[src/rtl/arith_pkg.sv]
// Shared arithmetic definitions for the datapath blocks.
//   WIDTH  : default operand/result width
//   word_t : WIDTH-bit unsigned word
package arith_pkg;

  localparam int unsigned WIDTH = 20;

  typedef logic [WIDTH-1:0] word_t;

endpackage

[src/rtl/ripple_carry_adder.sv]
// WIDTH-bit ripple-carry adder built from a chain of full adders.
//   x, y : addends
//   cin  : carry into bit 0
//   sum  : (x + y + cin) mod 2^WIDTH
//   cout : carry out of the MSB
module ripple_carry_adder #(
  parameter int unsigned WIDTH = arith_pkg::WIDTH
) (
  input  logic [WIDTH-1:0] x,
  input  logic [WIDTH-1:0] y,
  input  logic             cin,
  output logic [WIDTH-1:0] sum,
  output logic             cout
);

  logic [WIDTH:0] carry;

  assign carry[0] = cin;

  for (genvar i = 0; i < WIDTH; i++) begin : g_fa
    assign sum[i]     = x[i] ^ y[i] ^ carry[i];
    assign carry[i+1] = (x[i] & y[i]) | (carry[i] & (x[i] ^ y[i]));
  end

  assign cout = carry[WIDTH];

endmodule

[src/rtl/complement_subtractor.sv]
// Registered two's-complement and subtract unit, one cycle of latency.
//   clk, rst  : clock, synchronous active-high reset
//   in_valid  : a/b valid this cycle; outputs load only when set
//   a, b      : operands (a is also the complement operand)
//   comp_out  : (~a + 1) mod 2^WIDTH
//   diff      : (a - b) mod 2^WIDTH
//   cout      : carry out of a + ~b + 1 (1 = no borrow)
//   out_valid : registered in_valid
module complement_subtractor
  import arith_pkg::*;
#(
  parameter int unsigned WIDTH = arith_pkg::WIDTH
) (
  input  logic             clk,
  input  logic             rst,
  input  logic             in_valid,
  input  logic [WIDTH-1:0] a,
  input  logic [WIDTH-1:0] b,
  output logic [WIDTH-1:0] comp_out,
  output logic [WIDTH-1:0] diff,
  output logic             cout,
  output logic             out_valid
);

  logic [WIDTH-1:0] comp_sum;
  logic [WIDTH-1:0] diff_sum;
  logic             diff_carry;
  logic             comp_carry_unused;

  logic [WIDTH-1:0] comp_q, comp_d;
  logic [WIDTH-1:0] diff_q, diff_d;
  logic             cout_q, cout_d;
  logic             valid_q, valid_d;

  ripple_carry_adder #(.WIDTH(WIDTH)) u_comp_add (
    .x    (~a),
    .y    ('0),
    .cin  (1'b1),
    .sum  (comp_sum),
    .cout (comp_carry_unused)
  );

  ripple_carry_adder #(.WIDTH(WIDTH)) u_sub_add (
    .x    (a),
    .y    (~b),
    .cin  (1'b1),
    .sum  (diff_sum),
    .cout (diff_carry)
  );

  // Results load only on valid input, so an idle bus never reaches the outputs.
  always_comb begin
    comp_d  = comp_q;
    diff_d  = diff_q;
    cout_d  = cout_q;
    valid_d = in_valid;
    if (in_valid) begin
      comp_d = comp_sum;
      diff_d = diff_sum;
      cout_d = diff_carry;
    end
  end

  always_ff @(posedge clk) begin
    if (rst) begin
      comp_q  <= '0;
      diff_q  <= '0;
      cout_q  <= 1'b0;
      valid_q <= 1'b0;
    end else begin
      comp_q  <= comp_d;
      diff_q  <= diff_d;
      cout_q  <= cout_d;
      valid_q <= valid_d;
    end
  end

  assign comp_out  = comp_q;
  assign diff      = diff_q;
  assign cout      = cout_q;
  assign out_valid = valid_q;

endmodule

[config.mk]
export PLATFORM = sky130hd
export DESIGN_NAME = complement_subtractor
export DESIGN_NICKNAME = d
export VERILOG_FILES = /design/src/rtl/arith_pkg.sv /design/src/rtl/ripple_carry_adder.sv /design/src/rtl/complement_subtractor.sv
export SDC_FILE = /design/constraint.sdc
export NUM_CORES = 1
export LEC_CHECK = 0
export BUFFER_PORTS_ARGS = -buffer_cell sky130_fd_sc_hd__buf_2
export CAP_MARGIN = 20
export CORE_MARGIN = 4
export CORE_UTILIZATION = 49
export DETAILED_ROUTE_END_ITERATION = 12
export PLACE_DENSITY = 0.91
export SLEW_MARGIN = 5
export SYNTH_ARGS = -nofsm -noshare
export SYNTH_HDL_FRONTEND = slang
export SYNTH_SLANG_ARGS = --single-unit
[constraint.sdc]
create_clock -name clk -period 9.01 [get_ports clk]
set_input_delay 0.4505 -clock clk [delete_from_list [all_inputs] [get_ports clk]]
set_output_delay 0.4505 -clock clk [all_outputs]
set_load 0.05 [all_outputs]
==> impl_metrics.csv <==
group,metric,value,unit
status,outcome,"completed",
floorplanning,ios,85,
setup_path,slowest_stage,"fa_1",
clock_tree,cts_tree,"built",
placed_design,dpl.cell_count,325,
drt,drt_wl_total,4.34,mm
yosys,yosysUniqueCellTypes,18,
grt,grt-busiest-layer,"met2",
grt,grtUsageTotal,16.5,%
pwr,p_leak,1.44,nW
setup_path,cp_data_arrival_time,8.39,ns
cells_and_area,fin_cells,332,
yosys,yosysSeqAreaShare,37.6,%
floorplanning,die-area,0.00571,mm2
drt,drt_iter0_drc,94,
setup_path,startpoint_type,"input pin",
yosys,synth_mux_area_share,9.85,%
clock_tree,cts.clk_slew.worst_paths,0.07,ns
worst_hold_path,hold_class,"in -> reg",
yosys,synth_compound_area_share,8.62,%
cells_and_area,syn2layout_area_growth,20.9,%
clock_tree,htreeDepth,2,
drt,wire_per_inst,13.1,um
clock_tree,postCtsSetupBuffers,0,
drt,antenna_left,0,
setup_path,crit_required,9.15,ns
grt,grt.met1_usage,20.1,%
drt,vias_per_cell,4.75,
yosys,synth_xor_area_share,0.392,%
setup_path,cp_common_cell,"fa_1",
clock_tree,cts-root-buf,"clkbuf_8",
pwr,p_per_area,169,mW/mm2
yosys,synth_top_family_by_area,"adder cells",
cells_and_area,drive_above_1_share,35.7,%
drt,first_pass_iters,4,
timing,fmax,0.121,GHz
cells_and_area,multi_input_area,0.00120,mm2
timing,hold_viol_final,0,
yosys,synth.ff_latch_count,42,
pwr,p_total,0.458,mW
floorplanning,fp.dieH,75.6,um
yosys,syn_nets,281,
setup_path,crit_path_max_fanout,2,
clock_tree,postCtsResizedCells,0,
yosys,postSynthAreaPerCell,11.2,um2
yosys,yosysWarnings,0,
floorplanning,core_area,0.00438,mm2
setup_path,path_class,"in -> reg",
placed_design,io_buffers,84,
cells_and_area,fin_area,0.00270,mm2
cells_and_area,seq_area,841,um2
grt,grt_overflow,0,
clock_tree,numCtsBuffers,5,
floorplanning,num_rows,24,
yosys,synth-simple-area-share,7.33,%
placed_design,hpwl,3.38,mm
yosys,synthCells,200,
cells_and_area,nets,361,
job,maxCapViolCount,0,
cells_and_area,final_cell_mix,"84 x buf_2, 42 x dfxtp_1, 40 x nor2_1",
placed_design,dpl_cell_area,0.00263,mm2
clock_tree,holdBufCountCts,0,
timing,fin_crit_sh,91.5,%
pwr,ir_worst_vdd,0.0000835,V
timing,min_period,8.25,ns
floorplanning,die_x,75.6,um
clock_tree,cts.path.max_buffers,2,
cells_and_area,fillers,382,
yosys,synth_adder_area_share,27.6,%
timing,final.setup_skew,0,ns
clock_tree,clock_latency,0.28,ns
cells_and_area,diodes,0,
setup_path,end_kind,"flip-flop",
grt,antenna_found_initial,0,
clock_tree,clock_sinks,42,
grt,grt_pass1_vias,1630,
cells_and_area,final_common_cell,"buf_2",
timing,relSlewSlack,42.9,%
timing,finalSetupViolations,0,
grt,grt_max_degree,61,
timing,drv_slew,0,
drt,num_vias,1578,
grt,met2_usage,28.9,%
timing,rsz0062_at_grt,"no",
grt,grt_pass1_wl,7.18,mm
drt,drt_drc_violations_left,0,
yosys,syn_area,0.00224,mm2
timing,tightest_slew,0.856,ns
cells_and_area,postLayoutCoreUtil,61.7,%
timing,tns,0,ns
floorplanning,initial_utilization,51.0,%
grt,grtUsageMet3,3.56,%
setup_path,critical_path.max_stage_delay,0.41,ns
placed_design,place.gp.congestion,0.734,
-- cell usage after synthesis (all sizes together) --
cell	n	area, um2
nor3b	1	7.51
nor2	40	150
clkbuf	1	3.75
dfxtp	42	841
a21o	1	7.51
mux2i	22	220
a211oi	18	185
xnor2	1	8.76
fa	19	380
inv	24	90.1
buf	11	97.6
ha	19	238
nor2b	1	6.26
-- state kept, by name, indices dropped and copies added, names as in the netlist --
| signal | flops |
|---|---|
| out_valid | 1 |
| diff | 20 |
| cout | 1 |
| comp_out | 20 |
-- logic make-up (layout without fill, tap and decap cells) --
| family | Yosys count | in the layout |
|---|---|---|
| flip-flops | 42 | 42 |
| AND/OR/NAND/NOR | 42 | 42 |
| adder cells (fa/ha/maj) | 38 | 38 |
| buffers and inverters | 36 | 116 |
| multiplexers | 22 | 22 |
| AO/OA/AOI/OAI | 19 | 19 |
| XOR/XNOR | 1 | 1 |
-- worst max-delay path: cells and delay by family --
kind / cells / cell delay [ns]
and+or+nand+nor: 1 / 0.05
adders and majority gates: 20 / 7.40
buffers and inverters: 5 / 0.34
muxes: 1 / 0.14
-- routing by layer --
metal	part of all wire, %	up-vias
li1	-	803
met3	6.4	7
met2	51	48
met1	41	720
met4	1.3	0
met5	0	-
-- layout make-up --
class	count	share of cell area (%)
Clock buffer	7	2.82
Inverter	24	3.33
Multi-Input combinational cell	122	44.5
Sequential cell	42	31.1
Tap cell	52	2.41
Timing Repair Buffer	85	15.8
-- report_power, final --
part | internal, mW | leakage (nW) | switching [mW]
registers | 0.201 | 0.348 | 0.00697
clock network | 0.0534 | 0.0383 | 0.0590
logic | 0.0430 | 1.06 | 0.0951
total | 0.297 | 1.44 | 0.161
-- stage by stage --
stage	setup WS [ns]	hold slack (ns)
2_1_floorplan	0.940	0.598
3_3_place_gp	0.579	0.463
3_5_place_dp	0.441	0.469
4_1_cts	0.746	0.419
5_1_grt	0.432	0.443
6_report	0.764	0.424
-- path summary, 6_finish.rpt --
path | start | endpoint | slack [ns] | cells past startpoint
max | a[0] | diff[19]$_SDFFE_PP0P_ | 0.76 | 27
min | a[0] | comp_out[0]$_SDFFE_PP0P_ | 0.42 | 3
max reg2reg | diff[3]$_SDFFE_PP0P_ | diff[3]$_SDFFE_PP0P_ | 8.29 | 2
min reg2reg | diff[1]$_SDFFE_PP0P_ | diff[1]$_SDFFE_PP0P_ | 0.48 | 2
No activity file was read; power rests on OpenSTA's default activity.
